`src/rtl/bram_rr_arbiter.sv`:
```
// bram_rr_arbiter
// Round-robin arbiter that multiplexes N_REQ requesters onto a single BRAM port.
// Reads may be multi-beat bursts; read data comes back tagged to its owner
// through a shift register matched to the BRAM read latency.
// Optional build macro ARB_CPU_PRIORITY_EN: requester 0 wins every IDLE
// arbitration in which it is requesting (grant_id still tracks the winner).

module bram_rr_arbiter #(
   parameter int N_REQ    = 3,
   parameter int ADDR_W   = 13,
   parameter int DATA_W   = 32,
   parameter int LEN_W    = 3,
   parameter int BRAM_LAT = 1
) (
   input  logic                        wb_clk_i,
   input  logic                        wb_rst_i,
   input  logic [N_REQ-1:0]            req_valid,
   input  logic [N_REQ-1:0]            req_we,
   input  logic [N_REQ*ADDR_W-1:0]     req_addr,
   input  logic [N_REQ*DATA_W-1:0]     req_wdata,
   input  logic [N_REQ*LEN_W-1:0]      req_len,
   output logic [N_REQ-1:0]            req_ready,
   output logic [N_REQ-1:0]            rsp_valid,
   output logic [DATA_W-1:0]           rsp_data,
   output logic                        bram_en,
   output logic                        bram_we,
   output logic [ADDR_W-1:0]           bram_addr,
   output logic [DATA_W-1:0]           bram_wdata,
   input  logic [DATA_W-1:0]           bram_rdata,
   output logic                        busy,
   output logic [$clog2(N_REQ)-1:0]    grant_id
);

   localparam int GW = $clog2(N_REQ);
   localparam int BW = LEN_W + 1;

   typedef enum logic {S_IDLE = 1'b0, S_BURST = 1'b1} state_e;

   // Per-requester views of the flattened request buses.
   logic [N_REQ-1:0][ADDR_W-1:0] addr_a;
   logic [N_REQ-1:0][DATA_W-1:0] wdata_a;
   logic [N_REQ-1:0][LEN_W-1:0]  len_a;

   assign addr_a  = req_addr;
   assign wdata_a = req_wdata;
   assign len_a   = req_len;

   state_e                  state_q, state_d;
   logic [GW-1:0]           grant_id_q, grant_id_d;
   logic [GW-1:0]           win, cand;
   logic                    we_q, we_d;
   logic [LEN_W-1:0]        len_q, len_d;
   logic [BW-1:0]           beat_q, beat_d;

   logic [N_REQ-1:0]        req_ready_q, req_ready_d;
   logic [N_REQ-1:0]        rsp_valid_q, rsp_valid_d;
   logic [DATA_W-1:0]       rsp_data_q, rsp_data_d;
   logic                    bram_en_q, bram_en_d;
   logic                    bram_we_q, bram_we_d;
   logic [ADDR_W-1:0]       bram_addr_q, bram_addr_d;
   logic [DATA_W-1:0]       bram_wdata_q, bram_wdata_d;
   logic                    busy_q, busy_d;

   // Response pipeline: stage k holds the read beat issued k cycles ago.
   logic [BRAM_LAT:1]           vld_pipe_q, vld_pipe_d;
   logic [BRAM_LAT:1][GW-1:0]   own_pipe_q, own_pipe_d;

   // Round-robin pick: first requesting index searching upward from grant_id+1.
   // Scanning downward and overwriting leaves the nearest candidate in win.
   always_comb begin
      win  = grant_id_q;
      cand = '0;
      for (int i = N_REQ; i >= 1; i--) begin
         cand = GW'((int'(grant_id_q) + i) % N_REQ);
         if (req_valid[cand]) win = cand;
      end
`ifdef ARB_CPU_PRIORITY_EN
      if (req_valid[0]) win = '0;
`else
`endif
   end

   // FSM next state and registered-output next values.
   always_comb begin
      state_d      = state_q;
      grant_id_d   = grant_id_q;
      we_d         = we_q;
      len_d        = len_q;
      beat_d       = beat_q;
      req_ready_d  = '0;
      bram_en_d    = 1'b0;
      bram_we_d    = 1'b0;
      bram_addr_d  = bram_addr_q;
      bram_wdata_d = bram_wdata_q;
      busy_d       = 1'b0;
      case (state_q)
         S_IDLE: begin
            if (|req_valid) begin
               // Beat 0 goes out on the cycle right after the grant edge.
               state_d          = S_BURST;
               grant_id_d       = win;
               we_d             = req_we[win];
               len_d            = len_a[win];
               beat_d           = '0;
               req_ready_d[win] = 1'b1;
               bram_en_d        = 1'b1;
               bram_we_d        = req_we[win];
               bram_addr_d      = addr_a[win];
               busy_d           = 1'b1;
               if (req_we[win]) bram_wdata_d = wdata_a[win];
            end
         end
         S_BURST: begin
            // beat_q is the beat currently on the BRAM port.
            if (we_q || (beat_q == {1'b0, len_q})) begin
               state_d = S_IDLE;
            end else begin
               beat_d                  = beat_q + BW'(1);
               req_ready_d[grant_id_q] = 1'b1;
               bram_en_d               = 1'b1;
               bram_addr_d             = bram_addr_q + ADDR_W'(1);
               busy_d                  = 1'b1;
            end
         end
         default: state_d = S_IDLE;
      endcase
   end

   // Response pipeline shift and tagged capture of BRAM read data.
   always_comb begin
      vld_pipe_d    = vld_pipe_q;
      own_pipe_d    = own_pipe_q;
      vld_pipe_d[1] = bram_en_q & ~bram_we_q;
      own_pipe_d[1] = grant_id_q;
      for (int k = 2; k <= BRAM_LAT; k++) begin
         vld_pipe_d[k] = vld_pipe_q[k-1];
         own_pipe_d[k] = own_pipe_q[k-1];
      end
      rsp_valid_d = '0;
      rsp_data_d  = rsp_data_q;
      if (vld_pipe_q[BRAM_LAT]) begin
         rsp_valid_d[own_pipe_q[BRAM_LAT]] = 1'b1;
         rsp_data_d                        = bram_rdata;
      end
   end

   // State and output registers; reset drops any in-flight responses.
   always_ff @(posedge wb_clk_i or posedge wb_rst_i) begin
      if (wb_rst_i) begin
         state_q      <= S_IDLE;
         grant_id_q   <= GW'(N_REQ - 1);
         we_q         <= 1'b0;
         len_q        <= '0;
         beat_q       <= '0;
         req_ready_q  <= '0;
         rsp_valid_q  <= '0;
         rsp_data_q   <= '0;
         bram_en_q    <= 1'b0;
         bram_we_q    <= 1'b0;
         bram_addr_q  <= '0;
         bram_wdata_q <= '0;
         busy_q       <= 1'b0;
         vld_pipe_q   <= '0;
         own_pipe_q   <= '0;
      end else begin
         state_q      <= state_d;
         grant_id_q   <= grant_id_d;
         we_q         <= we_d;
         len_q        <= len_d;
         beat_q       <= beat_d;
         req_ready_q  <= req_ready_d;
         rsp_valid_q  <= rsp_valid_d;
         rsp_data_q   <= rsp_data_d;
         bram_en_q    <= bram_en_d;
         bram_we_q    <= bram_we_d;
         bram_addr_q  <= bram_addr_d;
         bram_wdata_q <= bram_wdata_d;
         busy_q       <= busy_d;
         vld_pipe_q   <= vld_pipe_d;
         own_pipe_q   <= own_pipe_d;
      end
   end

   assign req_ready  = req_ready_q;
   assign rsp_valid  = rsp_valid_q;
   assign rsp_data   = rsp_data_q;
   assign bram_en    = bram_en_q;
   assign bram_we    = bram_we_q;
   assign bram_addr  = bram_addr_q;
   assign bram_wdata = bram_wdata_q;
   assign busy       = busy_q;
   assign grant_id   = grant_id_q;

endmodule

```
`config.mk`:
```
export PLATFORM = sky130hd
export DESIGN_NAME = bram_rr_arbiter
export DESIGN_NICKNAME = d
export VERILOG_FILES = /design/src/rtl/bram_rr_arbiter.sv
export SDC_FILE = /design/constraint.sdc
export NUM_CORES = 1
export LEC_CHECK = 0
export BUFFER_PORTS_ARGS = -buffer_cell sky130_fd_sc_hd__buf_2
export CORE_MARGIN = 2
export CORE_UTILIZATION = 49
export CTS_CLUSTER_DIAMETER = 60
export CTS_CLUSTER_SIZE = 25
export DETAILED_ROUTE_END_ITERATION = 12
export PLACE_DENSITY = 0.87
export SYNTH_ARGS = -nofsm -noshare
export SYNTH_HDL_FRONTEND = slang
export SYNTH_SLANG_ARGS = --single-unit
export TNS_END_PERCENT = 50
```
`constraint.sdc`:
```
create_clock -name wb_clk_i -period 8.4 [get_ports wb_clk_i]
set_input_delay 1.26 -clock wb_clk_i [delete_from_list [all_inputs] [get_ports wb_clk_i]]
set_output_delay 1.26 -clock wb_clk_i [all_outputs]
set_load 0.01 [all_outputs]
```
======== Word-level counts from Yosys, hierarchy flattened ========
Index checks and enable logic that the tools add are counted.
operators by class
  eq/ne operators ......................... 3
  $lt $le $gt $ge ......................... 9
  reductions and logical operators ........ 8
  bitwise logic cells ..................... 3
  mux-type cells .......................... 38
  add/sub/neg operators ................... 5
  div/mod/pow operators ................... 3
operators by type and width
  cell                                                         count
  remainder unit 32 x 3 -> 32 bit (second input constant)      3
  binary-select mux 32 bit (select 2 bit)                      1
  2-to-1 mux 13 bit                                            3
  2-to-1 mux 32 bit                                            1
  binary-select mux 13 bit (select 2 bit)                      1
  case mux 13 bit (2 select lines)                             1
  less-than comparator 2 x 3 -> 1 bit (second input constant)  6
  adder 13 x 1 -> 13 bit (second input constant)               1
  2-to-1 mux 3 bit                                             4
  2-to-1 mux 1 bit                                             11
  binary-select mux 1 bit (select 2 bit)                       4
  2-to-1 mux 4 bit                                             2
  case mux 4 bit (2 select lines)                              1
  adder 2 x 2 -> 3 bit (second input constant)                 2
  binary-select mux 3 bit (select 2 bit)                       1
  demux 1 bit (select 2 bit)                                   3
  >= comparator 2 x 1 -> 1 bit (second input constant)         3
  2-to-1 mux 2 bit                                             3
  case mux 3 bit (2 select lines)                              1
  adder 4 x 1 -> 4 bit (second input constant)                 1
  == test 4 x 3 -> 1 bit                                       1
  != test 2 bit (second input constant)                        2
  AND reduction 2 bit                                          2
  adder 2 x 1 -> 3 bit (second input constant)                 1
  7 further kinds                                              10
storage, ports and cells
  word-level logic and storage cells ...... 82
  output and inout bits ................... 88
  bits of input ports ..................... 184
  flip-flop bits (word level) ............. 98

======== Longest topological paths before layout ========
  depth after elaboration ................. 13
  mapped depth ............................ 12
  depth with buffers taken out ............ 9

======== Worst setup path after synthesis ========
OpenSTA, ideal clock, no wires.
  path type ............................... input to register
  start ................................... input req_valid[0]
  end ..................................... register bram_wdata_q[10] (netlist: bram_wdata[10])
  arrival ................................. 3.181 ns
  data required time ...................... 8.273 ns
  path buffers ............................ 1
  path slack .............................. 5.092 ns
  stages on the path ...................... 8
  setup time .............................. 0.127 ns
  path through ............................ nand2b_1 a21boi_1 o21ai_1 a221oi_4 mux2_4 a32oi_4 buf_6 mux2_1
between the ends
  longest elaborated chain between the ends .. 8
  elaborated cells on any way between the ends .. 15
  those cells by class .................... 13 x mux; 2 x reduce/logical
ends and longest elaborated chain
  what                                    RTL line  RTL
  start: declaration                      17        input logic [N_REQ-1:0] req_valid,
  binary-select mux 1 bit (select 2 bit)  75        if (req_valid[cand]) win = cand;
  2-to-1 mux 1 bit (not written as such)  75
  2-to-1 mux 2 bit (3 in series)          75
  binary-select mux 1 bit (select 2 bit)  110       if (req_we[win]) bram_wdata_d = wdata_a[win];
  2-to-1 mux 1 bit (not written as such)  110
  AND reduction 3 bit (no source line)    -
  end signal: assignment                  177       bram_wdata_q <= bram_wdata_d;
  end: declaration                        61        logic [DATA_W-1:0] bram_wdata_q, bram_wdata_d;
Parallel ways exist; a longest one is shown, timed or not. The select of a mux whose other input is x is not followed.
A chain may end at the register's enable or synchronous reset.

======== Worst setup path in the final report ========
  start ................................... register grant_id_q[1] (netlist: grant_id[1])
  end ..................................... register bram_wdata_q[29] (netlist: bram_wdata[29])
between the ends
  longest elaborated chain between the ends .. 10
  elaborated cells on any way between the ends .. 20
  those cells by class .................... 3 x add/sub; 3 x div; 13 x mux; 1 x reduce/logical
ends and longest elaborated chain
  what                                    RTL line  RTL
  start: declaration                      49        logic [GW-1:0] grant_id_q, grant_id_d;
  start signal: assignment                151       grant_id_q <= GW'(N_REQ - 1);
  start signal: assignment                167       grant_id_q <= grant_id_d;
  adder 2 x 2 -> 3 bit                    74        cand = GW'((int'(grant_id_q) + i) % N_REQ);
  remainder unit 32 x 3 -> 32 bit         74
  binary-select mux 1 bit (select 2 bit)  75
  2-to-1 mux 1 bit (not written as such)  75
  2-to-1 mux 2 bit (2 in series)          75
  2-to-1 mux 2 bit (*)                    75
  binary-select mux 1 bit (select 2 bit)  110
  2-to-1 mux 1 bit (not written as such)  110
  AND reduction 3 bit (no source line)    -
Every way passes the cells marked *; elsewhere a longest branch is shown, timed or not. The select of a mux whose other input is x is not followed.

==> impl_results.md <==
* CP max FO at 34
* Crit path kind: reg -> reg
* Worst IR Drop VDD at 0.240 mV
* Worst EP required at 8650 ps
* Syn. warnings at 0
* IO buf count at 271
* Min cycle time layout at 4210 ps
* Synth-to-Final Area Change at 32.0%
* DIE WIDTH at 107 µm
* Outcome: complete, no violations
* Drt first pass iters at 4
* Max-Slew Margin vs Limit at 0.140
* Worst EP arrival at 4460 ps
* Hold Violations, Final at 0
* Yosys reg bits at 98
* Final Setup Violations at 0
* DRT iter0 DRCs at 177
* GRT overflow at 0
* Pre-CTS setup slack at 3940 ps
* Vias post-DR at 4673
* H-tree levels at 3
* Nets at 900
* Critical path cell sequence: inv_1 -> ha_1 -> nand2_1 -> o221ai_1 -> o21ai_1 -> a221oi_4 -> mux2_4 -> a32oi_4 -> mux2_2
* FFs w/ async S/R, synth at 1.00
* Mapped Avg Cell Area at 11.6 µm²
* Synth top area share at 0.466
* Die area at 11500 µm²
* Largest cells by area after synthesis: dfrtp_1 (47%), mux2_2 (9.5%), mux2i_1 (8.1%)
* Synth area leader: dfrtp_1
* Max cap viols at 0
* Largest net degree at the start of global routing at 67
* LEAKAGE at 0.00341 µW
* Clock net sink count at 98
* Worst-case clock skew at 12.4 ps
* Setup tns final at 0 ps
* GRT Total Usage at 0.262
* Power density cells at 425 nW/µm²
* Most used DFF post-synth: dfrtp_1
* Layout cells sized above 1 at 0.492
* CTS tree: yes
* Fin crit share at 0.501
* Core ar. at 10300 µm²
* Number of synthesized flops with an enable pin at 0
* Syn Inst Count at 451
* Avg WL per Cell at 17.8 µm
* Ports at 272
* Vias per Instance at 5.48
* Number of global-route vias before repair at 4728
* Fin. max-slew vios at 0
* Initial antenna violation count at 3
* Hold crit path type: reg -> reg
* Yosys cell types at 52
* Fmax at 0.237 GHz
* Clock latency on the worst-skew pair at 370 ps
* Post-CTS Hold Fix Bufs at 0
* Netlist Area Pre-Place at 5210 µm²
* CTS resizes at 0
* Postcts setup bufs at 0
* Worst setup EP type: register
* Post-Syn Nets at 642
* RSZ-0062 raised after global routing: no
* Num CTS Buffers at 9
* Slew @ Worst Pin at 1290 ps
* Hpwl dp at 11.7 mm
* CTS root buf: clkbuf_8
* Die Y at 107 µm
* ANT nets after route at 0
* Placer Congestion at 0.808
* Deepest clock path buffer count at 2
* Seq/Total Area, Yosys at 0.471
* Initial cell density of the core at 0.505
* DRC Markers at 0
* Rows at 37
* First-pass GRT wire length at 23.2 mm
* Buf+Inv Stages, Crit Path at 1
* Clock slew at reported path FFs at 100 ps
* Final Power at 2920 µW
* Largest delay share family, worst path: compound AO/OA/AOI/OAI gates
* Max incr delay on CP at 1030 ps
* Total Routed Length at 15.2 mm
* Kind of start point of the critical path: register
* Final setup margin at 4190 ps
* CP max-delay cell: a32oi_4
==> layout by cell type, fill, tap and decap left out, types with 7 or more instances in the layout <==
| master | instances |
|---|---|
| o2bb2ai_1 | 31 |
| buf_2 | 271 |
| nand2_1 | 15 |
| or2_2 | 8 |
| inv_1 | 10 |
| mux2i_1 | 42 |
| a21oi_1 | 16 |
| clkbuf_8 | 10 |
| mux2_1 | 27 |
| ha_1 | 7 |
| a221oi_1 | 7 |
| nand3_1 | 12 |
| dfrtp_1 | 97 |
| mux2_2 | 44 |
| o21ai_0 | 19 |
| nor2_1 | 23 |
==> registers in the layout, summed over array words and instances, names as in the netlist <==
signal / cells
bram_wdata: 32
rsp_data: 32
bram_addr: 13
beat_q: 4
len_q: 3
req_ready: 3
rsp_valid: 3
grant_id: 2
own_pipe_q: 2
bram_we: 1
busy: 1
vld_pipe_q: 1
we_q: 1
==> report_power, final <==
part / leakage [µW] / internal, µW / switching (µW)
Clock: 0.000115 / 180 / 172
Sequential: 0.00118 / 712 / 168
Combinational: 0.00212 / 767 / 921
Total: 0.00341 / 1660 / 1260
==> cell families after synthesis <==
family,share of synthesized area
AOI/OAI and AO/OA,0.147
xor gates and xnor gates,0.00672
adders and majority gates,0.0168
buffers and inverters,0.0372
DFF,0.471
muxes,0.237
and+or+nand+nor,0.0852
==> synth_stat cells (4+ instances only) <==
library cell	count
nor3b_1	4
buf_2	8
nor2b_1	4
dfrtp_1	97
nor3_1	4
nor2_1	23
o2bb2ai_1	31
a21o_1	4
nand2_1	15
o21ai_0	19
or2_2	8
a21oi_1	16
and3_1	4
a221oi_1	7
nand3_1	12
mux2_2	44
a22oi_1	4
buf_1	5
ha_1	7
inv_1	11
mux2_1	27
clkbuf_1	12
mux2i_1	42
==> path summary, 6_finish.rpt <==
kind | slack [ps] | from | end | cells past startpoint
max reg2reg | 4190 | grant_id[1] | bram_wdata[29] | 9
min in group asynchronous | 900 | wb_rst_i | bram_wdata[27] | 2
max | 4190 | grant_id[1] | bram_wdata[29] | 9
max in group asynchronous | 6350 | wb_rst_i | bram_addr[2] | 3
min reg2reg | 450 | grant_id[1] | own_pipe_q[1] | 0
min | 450 | grant_id[1] | own_pipe_q[1] | 0
==> stage by stage <==
step            util  hold slack [ps]  cells  instance area [µm²]
4_1_cts        0.666              450    850                 6880
6_report       0.666              447    852                 6880
5_1_grt        0.666              468    852                 6880
2_1_floorplan      -              415    451                 5210
3_5_place_dp   0.643              439    834                 6640
3_3_place_gp   0.643              423    834                 6640
==> layer usage <==
layer | track usage | vias to the layer above | wire length [µm]
li1 | - | 2186 | -
met1 | 0.294 | 2226 | 5760
met2 | 0.472 | 226 | 7850
met3 | 0.0505 | 33 | 1060
met4 | 0.131 | 2 | 471
met5 | 0 | - | 13
==> final cells by class <==
cell class	instances	area, µm²
fillers	784	3440
multi-input cells	312	2570
flip-flops and latches	98	2450
repair buffers	277	1400
well taps	136	170
clock buffers	10	138
clock inverters	6	96.3
inverters	11	43.8
diodes	2	5.00
(Power assumes the default switching activity.)
